===== config.mk =====
export PLATFORM = sky130hd
export DESIGN_NAME = fetch_unit
export DESIGN_NICKNAME = d
export VERILOG_FILES = /design/src/rtl/fetch_unit_pkg.sv /design/src/rtl/fetch_unit.sv
export SDC_FILE = /design/constraint.sdc
export NUM_CORES = 1
export LEC_CHECK = 0
export CORE_MARGIN = 1
export CORE_UTILIZATION = 49
export DETAILED_ROUTE_END_ITERATION = 12
export PLACE_DENSITY = 0.77
export RECOVER_POWER = 50
export SETUP_SLACK_MARGIN = 0.1
export SLEW_MARGIN = 20
export SYNTH_ARGS = -nofsm -noshare
export SYNTH_HDL_FRONTEND = slang
export SYNTH_SLANG_ARGS = --single-unit
export TNS_END_PERCENT = 1

===== constraint.sdc =====
create_clock -name clk -period 9.51 [get_ports clk]
set_input_delay 1.4265 -clock clk [delete_from_list [all_inputs] [get_ports clk]]
set_output_delay 1.4265 -clock clk [all_outputs]
set_load 0.01 [all_outputs]

===== src/rtl/fetch_unit_pkg.sv =====
// fetch_unit_pkg: shared pipeline types for the instruction fetch stage
package fetch_unit_pkg;

    localparam logic [63:0] PC_RESET_DEFAULT = 64'h8000_0000;

    typedef enum logic [1:0] {
        IDLE,
        REQ,
        DISCARD
    } fetch_state_t;

    typedef struct packed {
        logic        valid;
        logic [31:0] instr;
        logic [63:0] pc;
    } fetch_instr_t;

endpackage


===== src/rtl/fetch_unit.sv =====
// fetch_unit: single-outstanding instruction fetch with one-entry skid and redirect discard
module fetch_unit
    import fetch_unit_pkg::*;
#(
    parameter logic [63:0] PC_RESET = PC_RESET_DEFAULT
) (
    input  logic        clk,
    input  logic        reset,
    input  logic        stall,
    input  logic        redirect,
    input  logic [63:0] redirect_pc,
    output logic        ireq_valid,
    output logic [63:0] ireq_addr,
    input  logic        iresp_data_ok,
    input  logic [31:0] iresp_data,
    output logic        out_valid,
    output logic [31:0] out_instr,
    output logic [63:0] out_pc,
    output logic        busy
);

    fetch_state_t state, nstate;
    logic [63:0]  pc, npc, req_addr;
    logic         load_req, take;
    fetch_instr_t out_r, skid;

    // State register
    always_ff @(posedge clk or posedge reset)
        if (reset) state <= IDLE;
        else state <= nstate;

    // Next state: a response always ends the transaction; a redirect without one must wait it out in DISCARD
    always_comb begin
        nstate = state == IDLE ? ((!stall && (redirect || !skid.valid)) ? REQ : IDLE)
               : iresp_data_ok ? (stall ? IDLE : REQ)
               : (state == REQ && redirect) ? DISCARD : state;
    end

    // Next pc, request-address load and word-acceptance decode
    always_comb begin
        npc      = redirect ? redirect_pc : (state == REQ && iresp_data_ok) ? req_addr + 64'd4 : pc;
        load_req = nstate == REQ && (state != REQ || iresp_data_ok);
        take     = state == REQ && iresp_data_ok && !redirect;
    end

    // Outputs: the bus sees only the latched request address, never the live pc
    always_comb begin
        ireq_valid = state != IDLE;
        ireq_addr  = req_addr;
        busy       = (state == REQ && !iresp_data_ok) || state == DISCARD;
        out_valid  = out_r.valid;
        out_instr  = out_r.instr;
        out_pc     = out_r.pc;
    end

    // Datapath: pc, request address, decode-facing output register and skid entry
    always_ff @(posedge clk or posedge reset)
        if (reset) begin
            pc       <= PC_RESET;
            req_addr <= PC_RESET;
            out_r    <= '0;
            skid     <= '0;
        end else begin
            pc <= npc;
            if (load_req) req_addr <= npc;
            if (redirect) begin
                out_r.valid <= 1'b0;
                skid.valid  <= 1'b0;
            end else if (!stall) begin
                if (skid.valid) begin
                    out_r      <= skid;
                    skid.valid <= 1'b0;
                end else if (take) out_r <= '{1'b1, iresp_data, req_addr};
                else out_r.valid <= 1'b0;
            end else if (take) begin
                assert (!skid.valid);
                skid <= '{1'b1, iresp_data, req_addr};
            end
        end

endmodule


# After elaboration in Yosys (flattened, before gate mapping)

Cells that the tools add are included.

Add/subtract/negate cells: 1
Equal/unequal tests: 6
Muxes and demuxes: 15
Bitwise gates (word level): 2
Reduce and logical (&&, ||, !) cells: 18

Operator list:

| kind                                                             | count |
|---|---|
| 97-bit two-way mux                                               | 3 |
| 64-bit two-way mux                                               | 2 |
| 96-bit two-way mux                                               | 1 |
| 64-bit by 3-bit adder with 64-bit output (second input constant) | 1 |
| 1-bit logical AND                                                | 6 |
| 1-bit two-way mux                                                | 6 |
| 2-bit two-way mux                                                | 3 |
| 3-bit AND reduction                                              | 2 |
| 2-bit by 1-bit == test with 1-bit output (second input constant) | 2 |
| 1-bit zero test                                                  | 4 |
| 2-bit by 1-bit != test with 1-bit output (second input constant) | 2 |
| 2-bit nonzero test                                               | 2 |
| 1-bit logical OR                                                 | 3 |
| 3-bit by 1-bit != test with 1-bit output (second input constant) | 1 |
| 2-bit == test (second input constant)                            | 1 |
| 2-bit zero test                                                  | 1 |
| 1-bit inverter                                                   | 2 |

Bits in registers: 324
Bits of input ports: 101
Output and inout bits: 163
Logic and storage cells: 51

# Logic depth before layout (Yosys ltp)

Gate-level depths: netlist of the first run.

Depth in word-level cells: 7
Depth in mapped cells: 10
Depth with buffers taken out: 7

# Worst setup path before layout of the first run

Ideal clock, no wire load.

Path type: input port to output port
Start: input port iresp_data_ok
End: output port busy
Arrival time: 1709 ps
Path slack: 6375 ps
Stages on the path: 1
Path buffers: 0
Path through: o21ai_0

Longest elaborated chain between the ends: 3

RTL lines:

| item              | RTL line         | RTL |
|---|---|---|
| start, declared   | fetch_unit.sv:14 | `input logic iresp_data_ok,` |
| 1-bit zero test   | fetch_unit.sv:50 | `busy = (state == REQ && !iresp_data_ok) \|\| state == DISCARD;` |
| 1-bit logical AND | fetch_unit.sv:50 |  |
| 1-bit logical OR  | fetch_unit.sv:50 |  |
| end, declared     | fetch_unit.sv:19 | `output logic busy` |

Every way passes these cells.

# Worst setup path in the final report of the first run

Start: input port redirect
End: register skid[5] (netlist bit)

Longest elaborated chain between the ends: 3

RTL lines:

| item                                     | RTL line         | RTL |
|---|---|---|
| start, declared                          | fetch_unit.sv:10 | `input logic redirect,` |
| 1-bit zero test                          | fetch_unit.sv:43 | `take = state == REQ && iresp_data_ok && !redirect;` |
| 1-bit logical AND                        | fetch_unit.sv:43 |  |
| 3-bit AND reduction (no source line) (*) | --               |  |
| end signal, assigned                     | fetch_unit.sv:77 | `skid <= '{1'b1, iresp_data, req_addr};` |
| end, declared                            | fetch_unit.sv:25 | `fetch_instr_t out_r, skid;` |

Every way passes the cells marked *; elsewhere a longest branch is shown, timed or not.
A chain may end at the register's enable or synchronous reset.

==> results of run 1 <==
## final cells by class
| type | count | area, sq um | area share, % |
|---|---|---|---|
| inverter | 11 | 42.5 | 0.216 |
| multi-input combinational | 1103 | 7090 | 36.0 |
| clock inverter | 6 | 85.1 | 0.432 |
| antenna | 1 | 2.50 | 0.0127 |
| sequential | 324 | 8110 | 41.2 |
| clock buffer | 57 | 1120 | 5.70 |
| timing repair buffer | 275 | 2730 | 13.8 |
| tap | 402 | 503 | 2.56 |
## metrics by stage
stage          worst slack [ns]  total power (W)
3_5_place_dp               4.61          0.00362
2_1_floorplan              3.76          0.00289
6_report                   3.68          0.00493
3_3_place_gp               4.76          0.00355
5_1_grt                    3.37          0.00520
4_1_cts                    5.14          0.00505
## logic make-up after synthesis
logic type / Yosys count / synth area share, %
AND/OR/NAND/NOR: 478 / 14.2
AO/OA/AOI/OAI: 358 / 13.3
multiplexers: 215 / 14.6
flip-flops: 324 / 51.6
XOR/XNOR: 51 / 2.84
buffers and inverters: 138 / 3.41
adder cells (fa/ha/maj): 1 / 0.0796
## metal layers
metal / vias up / part of all wire, %
met1: 6184 / 44
met5: - / 0
met4: 0 / 2.9
met3: 84 / 6.5
li1: 5881 / -
met2: 409 / 46
## registers in the layout, summed over array words and instances (netlist names)
name,cells
state,2
pc,64
out_instr,32
out_pc,64
ireq_addr,64
out_valid,1
skid,97
## final timing paths
kind                                end  slack [ns]  startpoint
hold / removal               out_pc[57]        0.47  out_pc[57]
setup reg to reg             out_pc[24]        6.12    state[0]
setup / recovery                skid[5]        3.68    redirect
min in group asynchronous      skid[89]        1.69       reset
hold reg to reg              out_pc[57]        0.47  out_pc[57]
max in group asynchronous  out_instr[4]        4.21       reset
## critical path, stage by stage
cell                       delay (ns)
sky130_fd_sc_hd__clkbuf_1        2.13
sky130_fd_sc_hd__nor2b_1         0.62
sky130_fd_sc_hd__nand2_4         0.77
sky130_fd_sc_hd__buf_4           0.78
sky130_fd_sc_hd__mux2_2          0.42
## where the power goes
group          switching (W)  internal, W  total, W
logic               0.000604     0.000719   0.00132
registers           0.000372      0.00182   0.00220
clock network       0.000550     0.000860   0.00141
## cell usage in the layout, fill, tap and decap left out, types with 7 or more instances in the layout
cell type,n
sky130_fd_sc_hd__a21oi_1,115
sky130_fd_sc_hd__o21a_1,14
sky130_fd_sc_hd__dlygate4sd3_1,136
sky130_fd_sc_hd__a2bb2oi_1,12
sky130_fd_sc_hd__clkdlybuf4s50_1,126
sky130_fd_sc_hd__o21ai_0,134
sky130_fd_sc_hd__o31ai_1,7
sky130_fd_sc_hd__nand4_1,26
sky130_fd_sc_hd__nand3_1,39
sky130_fd_sc_hd__dfrtp_1,321
sky130_fd_sc_hd__mux2_2,110
sky130_fd_sc_hd__clkbuf_16,37
sky130_fd_sc_hd__xnor2_1,25
sky130_fd_sc_hd__clkbuf_1,10
sky130_fd_sc_hd__and3_1,11
sky130_fd_sc_hd__nand2b_1,7
sky130_fd_sc_hd__nor3_1,22
sky130_fd_sc_hd__clkbuf_8,12
sky130_fd_sc_hd__o22a_1,9
sky130_fd_sc_hd__xor2_1,26
sky130_fd_sc_hd__inv_1,10
sky130_fd_sc_hd__nor2_1,100
sky130_fd_sc_hd__mux2i_1,105
sky130_fd_sc_hd__a31oi_1,24
sky130_fd_sc_hd__o21bai_1,15
sky130_fd_sc_hd__buf_4,10
sky130_fd_sc_hd__and4_1,10
sky130_fd_sc_hd__nand2_1,217
==> impl_summary.md, run 1 <==
Drt
After detailed routing, the number of vias per cell comes to 5.76. The number of remaining DRC errors is 0. The count of nets left with antenna violations once routing finished came out at 0. For this block, the routed nets add up to about 42000 um of wire. In the final routed layout, each cell accounts on average for 19.1 um. The first-pass iteration count of the detailed router is 5. The first routing iteration left 860 violations. The routed via count is ~13000.

Global route
The total track usage is 25.3%. The number of global-route vias before repair is 12700. The pin count of the biggest net entering global routing is 163.

The layer flagged by global routing as most heavily used is met2. The first-pass GRT wire length is 67000 um. For met1 alone, demand over resource in global routing was 34.2%. The met2 global-route usage is a little over 40%. The number of antenna violations at the first check in global routing was 1. The total overflow left after global routing is 0.

The met3 usage in global routing is 4.92%.

Pwr
In this run the power density over the cells is 250 nW/um^2. Summed over all cells, the static leakage comes to around 8.2 nW. The peak supply drop is just under 0.0002 V.

Final layout
The area growth from synthesis to layout is 25.2%. The final cell count without fillers is 2179. The share of cells above drive strength 1 is 11.1%. The count of nets after finishing is between 1500 and 2000.

The filler cells instantiated in the layout total 2533. Once layout is done, the placed cells without fillers occupy 19700 sq um. Cells fill 62.4% of the core in the end.

Clock network
After clock tree synthesis, the clock-pin slew on the worst setup and hold paths is approximately 0.060 ns. The H-tree depth is 2. The clock drives 324 sinks. The number of post-CTS setup repair buffers is 0.

The clock root buffer is sky130_fd_sc_hd__clkbuf_16. Buffers inserted during clock tree synthesis total 36. The buffer depth of the longest clock path is 3. The number of instances resized during post-cts repair is 0. The clock reaches the later pin of the worst-skew pair after between 0.5 and 0.6 ns. The CTS tree is yes.

The number of hold buffers added after CTS was 0.

Synth
The number of nets in the synthesized netlist is ~1700. The flip-flop and latch count after synthesis is 324. The dominant synthesized flop cell is sky130_fd_sc_hd__dfrtp_1. In the synthesized netlist the async set-or-reset flop fraction comes to 100%. The area share of the largest cell type after synthesis is 51.3%. The number of distinct library cells after synthesis is 63. After technology mapping, the gate count stands at 1565. Sequential cells were found to cover 51.6% of the synthesized design area. The most common cell in the synthesized netlist is sky130_fd_sc_hd__dfrtp_1. The post-synthesis average cell area is 10.0 sq um. The count of warnings emitted by yosys is 0. The cell area after synthesis is 15700 sq um. In the post-synthesis netlist, the biggest area contributors are sky130_fd_sc_hd__dfrtp_1, sky130_fd_sc_hd__mux2_2, sky130_fd_sc_hd__mux2i_1. The synthesized design contains 0 enable-type register cells. The synthesized design spends more area on one cell type than any other, namely sky130_fd_sc_hd__dfrtp_1. The commonest cells after synthesis are sky130_fd_sc_hd__dfrtp_1, sky130_fd_sc_hd__nand2_1, sky130_fd_sc_hd__o21ai_0, sky130_fd_sc_hd__a21oi_1, sky130_fd_sc_hd__mux2_2.

Min path
The hold path depth is 2. The path category of the worst min-delay check is flop to flop.

Run
The tool flagged a number of max-cap violations equal to 2.

Placement
Once detailed placement completed, the half-perimeter wirelength came to 26900 um. The cell count after placement is 2115. Input and output buffers added on the ports amount to 263. The instance area at placement is ~18000 sq um. The congestion estimate from routability-driven global placement came to a little over 0.8.

Die
The core region is 31600 sq um. The horizontal die dimension is between 150 and 200 um. The floorplan step set the die height to 181 um. The floorplan step defined a die boundary enclosing around 33000 sq um.

Once the floorplan was initialized, standard cells occupied 49.8% of the core. For this design the top-level I/O count stands at around 260. The floorplan has 65 rows.

Timing
In the final timing run, aggregate negative setup slack is 0 ns. Setup repair after global routing left no endpoint under its margin. The final number of max-transition violations was 139. The achievable frequency is 0.171 GHz. The relative slew slack is -115%. The worst path uses 61.3% of the clock period. Setup violations remaining at the end of the flow were counted as 0.

The clock period minus worst slack is slightly below 6 ns. At the pin with the least slew margin, the transition time is 3.23 ns. The final hold violation count is 0.

On the final layout, the worst hold slack is around 0.47 ns. Clock skew on the completed layout was measured at between 0.01 and 0.015 ns.

Setup path
The critical setup path kind is input pin to flop. The category of the worst setup path launch point is an input pin. STA puts the critical path data arrival time at around 6.2 ns.

The worst setup path is captured at a flop. The data required time at the worst endpoint is about 9.9 ns. The worst reg-to-reg path cell count is 6. Of all nets on the critical path, the largest fanout is between 70 and 80.

Outcome
The final reports fail on capacitance limit, slew limit. The run finished, with violations left.
No activity file was read; power rests on OpenSTA's default activity.
==> inputs of run 2 (changes only) <==
- CORE_UTILIZATION: 49 -> 54
- PLACE_DENSITY: 0.77 -> 0.81
- clock period: 9.51 -> 5.9 ns (I/O delays scaled with it)
==> impl_summary.md, run 2 (same netlist as run 1, synthesis figures left out) <==
Timing
The achievable frequency is around 0.23 GHz. At the pin with the least slew margin, the transition time is 3.17 ns. The relative slew slack is -111%.

The final hold violation count is 0. The maximum clock skew at final layout is between 0.015 and 0.02 ns. Across all hold checks on the routed design, the worst slack comes to 0.474 ns.

The post-route worst setup slack is ~1.5 ns. After layout, the worst path uses 73.9% of the clock period. The final number of max-transition violations was 239.

The accumulated negative setup slack is 0 ns. The smallest clock period supported by the final layout is computed as 4.36 ns. The final setup violation count is 0. Setup repair after global routing left no endpoint under its margin.

Final layout
The final non-filler cell area is 19600 sq um. The share of cells above drive strength 1 is 10.9%. The most common cell after layout, fill and taps aside is sky130_fd_sc_hd__dfrtp_1. The register with the most flip-flops in the layout has 97 of them. Relative to the synthesized area, the layout overhead comes to 24.7%.

After filler insertion, the fill cell instance count of the layout stands at ~2200. In the layout the commonest cells are sky130_fd_sc_hd__dfrtp_1, sky130_fd_sc_hd__nand2_1, sky130_fd_sc_hd__clkdlybuf4s50_1. The register with the most flip-flops is skid. In the final design database the tool counted 1855 nets.

Placement
The post-DP HPWL is 26700 um. The instance area at placement is around 18000 sq um. Port buffering added 263 buffers. The pre-CTS worst setup slack is 1.99 ns. The placer congestion estimate is 0.801.

Outcome
The run finished, with violations left. The checks that failed: capacitance limit, slew limit.

Setup path
The slowest stage of the critical path is the sky130_fd_sc_hd__dfrtp_1 cell. The origin of the critical flop-to-flop path is skid[96]. The arrival time reported for the critical path endpoint is 4.80 ns. The longest individual stage delay on the worst path is 2.47 ns.

For flop-to-flop paths, the worst setup slack is 1.54 ns. The cell type group with the largest total delay on the critical path is flip-flops. The critical setup path kind is flop to flop. Walking the worst path, the cells encountered are nor4b_1, or3_2, buf_4, nor2_1, a31oi_1, o21a_1. The endpoint identified for the worst register-to-register timing path is ireq_addr[48].

The data required time at the worst endpoint is around 6.3 ns. STA classifies the critical path endpoint as a flop. The worst path buffer plus inverter count is 1. The category of the worst setup path launch point is a flop. For the worst flop-to-flop path, the logic depth is 6.

In this run the worst path has a maximum fanout of 58.

Drt
For this run, the detailed router's first-pass iteration total came to 5. The routed via count is 12700. For this block, the routed nets add up to ~40000 um of wire. The post-detailed-route count of antenna-violating nets is 0.

After the first detailed-routing iteration, the DRC count stood at 959. For this run, design rule violations remaining after detail routing come to 0. The post-detailed-route wirelength per cell is roughly 19 um.

After detailed routing, the number of vias per cell comes to 5.86.

Clock network
The number of post-CTS setup repair buffers is 0. The later pin in the worst-skew pair is clocked with a latency of roughly 0.51 ns. For this design, the CTS-stage hold fixing added 0 buffers. After clock tree synthesis, the clock-pin slew on the worst setup and hold paths is 0.06 ns. The H-tree depth is 2. The longest clock path from root to sink contains 3 buffers.

The number of CTS-inserted buffers is 35. The number of gates resized after CTS was 0. The clock net in this run drives a total of about 320 sinks. The tree is rooted in a sky130_fd_sc_hd__clkbuf_16. TritonCTS built the clock tree.

Min path
The terminating pin of the worst hold path is out_instr[17]. The min-delay analysis places its worst path in the category flop to flop. The source of the worst hold timing path is out_instr[17]. Counting instances, the worst hold path has a depth of 2.

Die
The die is approximately 170 um tall. From left edge to right edge, the die measures 173 um. After floorplanning, the core was divided into 62 placement rows. For this configuration, the core starts out at a cell density of 54.8%.

The core outline area is 28700 sq um. The die covers between 20000 and 30000 sq um. about 260 I/O pins were placed.

Global route
Entering global routing, the biggest net connects 189 pins. For this run, the total global-route usage over all layers was measured as 27.4%. The first global-routing pass estimated approximately 66000 um of wire.

The remaining global-route overflow is 0. The number of antenna violations at the first check in global routing is 5. The number of global-route vias before repair is 12600.

Pwr
In this run the power density over the cells is 403 nW/um^2. The design draws 0.00789 W. Across the VDD grid, the largest voltage drop is roughly 0.00028 V.

The leakage dissipation is around 8.2 nW.

Run
The total of max-cap violations is 4.
run 2: cell types whose count changed in the layout (fill, tap and decap cells not counted), sizes merged, moves of 2 or more:
cell           before  now
clkinv              2    5
clkbuf             59   55
buf                11   14
clkdlybuf4s50     126  191
dlygate4sd3       136   71
clkinvlp            3    1
run 2: worst max path at each step:
stage | slack, ns | depth (start not counted) | startpoint | to
after CTS | 2.54 | 5 | iresp_data_ok | skid[14]
after global placement | 2.05 | 5 | iresp_data_ok | skid[15]
after detailed placement | 1.99 | 5 | iresp_data_ok | skid[17]
after floorplan | 0.69 | 1 | reset | ireq_addr[0]
after global routing | 1.21 | 3 | reset | out_instr[7]
final | 1.54 | 6 | skid[96] | ireq_addr[48]
run 2: metrics by stage:
stage,std cells,util (%)
after global routing,2160,68.3
after detailed placement,2099,64.4
final,2162,68.3
after CTS,2159,68.3
after global placement,2099,64.4
after floorplan,1565,-
run 2: layout make-up:
cell class	instances	area, sq um	area share, %
diodes	2	5.00	0.0255
clock buffers	53	1040	5.28
clock inverters	7	85.1	0.434
inverters	11	42.5	0.217
multi-input cells	1103	7090	36.2
flip-flops and latches	324	8110	41.4
well taps	384	480	2.45
repair buffers	278	2760	14.1
run 2: tightest hold or removal path, delay by kind of cell, from the launching register on:
kind / cells / cell delay, ns
DFF: 1 / 0.33
and+or+nand+nor: 1 / 0.05
AOI/OAI and AO/OA: 1 / 0.06
run 2: layer usage:
metal  vias to the layer above  global-route usage (%)  share of wire, %  routed length (um)
li1                       5912                       -                 -                   -
met1                      6239                    36.9                43               17500
met2                       427                    44.9                47               19400
met3                        92                    5.65               7.3                2980
met4                         6                    8.26               2.4                 996
met5                         -                       0             0.098                  40
run 2: power by group:
group          switching, W  internal (W)
Clock              0.000857       0.00130
Combinational      0.000970       0.00122
Sequential         0.000612       0.00294
==> inputs of run 3 (changes only) <==
- CORE_UTILIZATION: 54 -> 49
- PLACE_DENSITY: 0.81 -> 0.77
- clock period: 5.9 -> 3.54 ns (I/O delays scaled with it)
==> impl_summary.md, run 3 (same netlist as run 1, synthesis figures left out) <==
Drt
The number of DRC markers after the initial detailed-route iteration is 841. The post-detailed-route count of antenna-violating nets is 0. Dividing the detail-routed via count by the number of cells gives between 5 and 6.

The post-detailed-route wirelength per cell is 19.4 um. The post-detailed-routing wire length is approximately 43000 um. The routed via count is 12700. The number of remaining DRC errors is 0.

The pre-antenna-repair detailed-routing pass consisted of 6 iterations.

Pwr
After layout, the design draws a total of 0.0134 W. The peak supply drop is about 0.00044 V. The leakage dissipation is a little over 8 nW. Dividing total power by cell area gives a power density of 675 nW/um^2.

Timing
Setup violations remaining at the end of the flow were counted as 0. Setup repair after global routing left no endpoint under its margin. The achievable frequency is 0.325 GHz.

The final hold violation count came to 0. The relative slew slack is -23.6%. On the final layout, the worst clock skew is between 0.01 and 0.015 ns. The post-route worst hold slack is 0.451 ns. For the pin with the worst max-slew slack, the measured transition is 1.85 ns. The final number of max-transition violations is 359.

The final cycle utilization of the critical path is 86.9%. After layout, the worst setup slack is 0.463 ns. The clock period minus worst slack is between 3 and 4 ns.

Global route
Global routing consumed, over all layers together, 25.9% of the routing resources. For this run the aggregate overflow at the end of global routing stands at 0. The number of global-route vias before repair is approximately 12000. The pin count of the biggest net entering global routing is ~130. The first global-routing pass estimated a little under 70000 um of wire. The number of antenna violations at the first check in global routing is 1.

Setup path
At the worst endpoint, the required time is 3.99 ns. The worst setup path is captured at a flop. STA classifies the critical path startpoint as an input pin. The worst reg-to-reg path cell count is 7. In this run the worst path has a maximum fanout of 45. The arrival time reported for the critical path endpoint is 3.52 ns.

On the worst path, the slowest cell contributes a delay of 1.13 ns. The critical path goes through clkbuf_1, clkbuf_2, nand2_1, o21a_1, o21a_1, a31oi_1, o21a_1. For this design, the slowest cell found on the critical path is sky130_fd_sc_hd__clkbuf_1. The worst path buffer plus inverter count is 2. The number of gates on the worst path with buffers counted is 7. The cell type group with the largest total delay on the critical path is buffers and inverters. The cell repeated most along the worst path is sky130_fd_sc_hd__o21a_1. The critical setup path kind is input pin to flop.

Clock network
The clock root buffer is sky130_fd_sc_hd__clkbuf_16. The H-tree depth is 2. The buffer depth of the longest clock path is 3. The number of clock buffers added by TritonCTS is 37. Hold repair after CTS inserted 0 buffers.

The CTS tree is yes. After clock tree synthesis, the setup repair step added 0 buffers. The number of instances resized during post-cts repair is 0.

Clock latency on the worst-skew pair, taken at its later pin, is 0.51 ns. Clock-pin slew was measured on the worst setup and hold paths at 0.06 ns. CTS saw approximately 320 sinks.

Final layout
The area added between synthesis and finish is 25.8%. The register with the most flip-flops in the layout has just under 100 of them. The count of nets after finishing is 1871.

More flip-flops sit in one register than any other, and that register is skid. Leaving out fill and tap cells, the most frequent cells in the layout are sky130_fd_sc_hd__dfrtp_1, sky130_fd_sc_hd__clkdlybuf4s50_1, sky130_fd_sc_hd__nand2_1. Cells with a size suffix above 1 make up 11.7% of the layout.

The final cell count without fillers is around 2200. The antenna diode instance count is 0. The library cell used most frequently in the layout, excluding fill and tap cells, is sky130_fd_sc_hd__dfrtp_1. After filler insertion, the fill cell instance count of the layout stands at 2546.

Die
The die covers 32800 sq um. After floorplanning, the core was divided into 65 placement rows. The horizontal die dimension is 181 um. The floorplan step set the die height to 181 um. Once the floorplan was initialized, standard cells occupied ~50% of the core. The number of ports placed on the die boundary is roughly 260.

The core outline area is 31600 sq um.

Placement
The pre-CTS worst setup slack is roughly 0.74 ns. The count of buffers inserted at the top-level ports is 263. The HPWL after detailed placement is 28500 um. The cell count after placement is between 2000 and 2500. Routability-driven placement finished with a final weighted congestion of a little over 0.8.

Min path
The path category of the worst min-delay check is input pin to asynchronous set/reset pin.

Outcome
The final reports fail on capacitance limit, slew limit. The flow ran to the end, but the final reports show violations.

Run
The total of max-cap violations is 4.
run 3: changes by cell type in the layout (fill, tap and decap cells not counted), moves of 2 or more:
cell | previous run | this run
sky130_fd_sc_hd__clkdlybuf4s50_1 | 191 | 238
sky130_fd_sc_hd__buf_12 | 0 | 4
sky130_fd_sc_hd__diode_2 | 2 | 0
sky130_fd_sc_hd__clkbuf_1 | 12 | 15
sky130_fd_sc_hd__clkbuf_4 | 0 | 2
sky130_fd_sc_hd__dlygate4sd3_1 | 71 | 24
sky130_fd_sc_hd__clkbuf_2 | 1 | 3
sky130_fd_sc_hd__buf_4 | 13 | 18
run 3: worst reg2reg max path, delay by kind of cell (launching register included):
kind	cells	cell delay, ns
fa+ha+maj	1	0.29
flops	1	0.48
mux	1	0.25
simple gates	5	1.68
run 3: through the flow:
| stage | utilization (%) | setup TNS, ns | instance area [sq um] |
|---|---|---|---|
| global route | 62.7 | 0 | 19800 |
| CTS | 62.9 | 0 | 19800 |
| finish | 62.7 | 0 | 19800 |
| floorplan | - | -422.79 | 15700 |
| detailed placement | 59.2 | 0 | 18700 |
| global placement | 59.2 | 0 | 18700 |
run 3: path summary, 6_finish.rpt:
path / slack (ns) / endpoint / start
worst max-delay path: 0.46 / ireq_addr[48] / redirect
min in group clk: 0.47 / out_instr[28] / out_instr[28]
worst max register to register: 0.74 / pc[48] / ireq_addr[2]
worst min register to register: 0.47 / out_instr[28] / out_instr[28]
worst min-delay path: 0.45 / skid[90] / reset
max in group asynchronous: 0.92 / out_pc[29] / reset
run 3: final cells by class:
type | count | area, sq um | area share (%)
multi-input cells | 1103 | 7090 | 35.9
clock buffers | 55 | 1050 | 5.33
inverters | 11 | 42.5 | 0.215
clock inverters | 8 | 92.6 | 0.468
well taps | 402 | 503 | 2.54
flip-flops and latches | 324 | 8110 | 41.0
repair buffers | 292 | 2880 | 14.6
run 3: layer usage:
layer	up-vias	wire, um	track usage, %
li1	5922	-	-
met4	0	972	7.66
met5	-	0	0
met1	6265	18600	36.0
met3	64	2930	4.90
met2	457	20100	41.2
run 3: report_power, final:
part	total (W)	switching (W)	internal (W)
clock network	0.00368	0.00148	0.00219
registers	0.00586	0.000961	0.00490
logic	0.00382	0.00170	0.00212
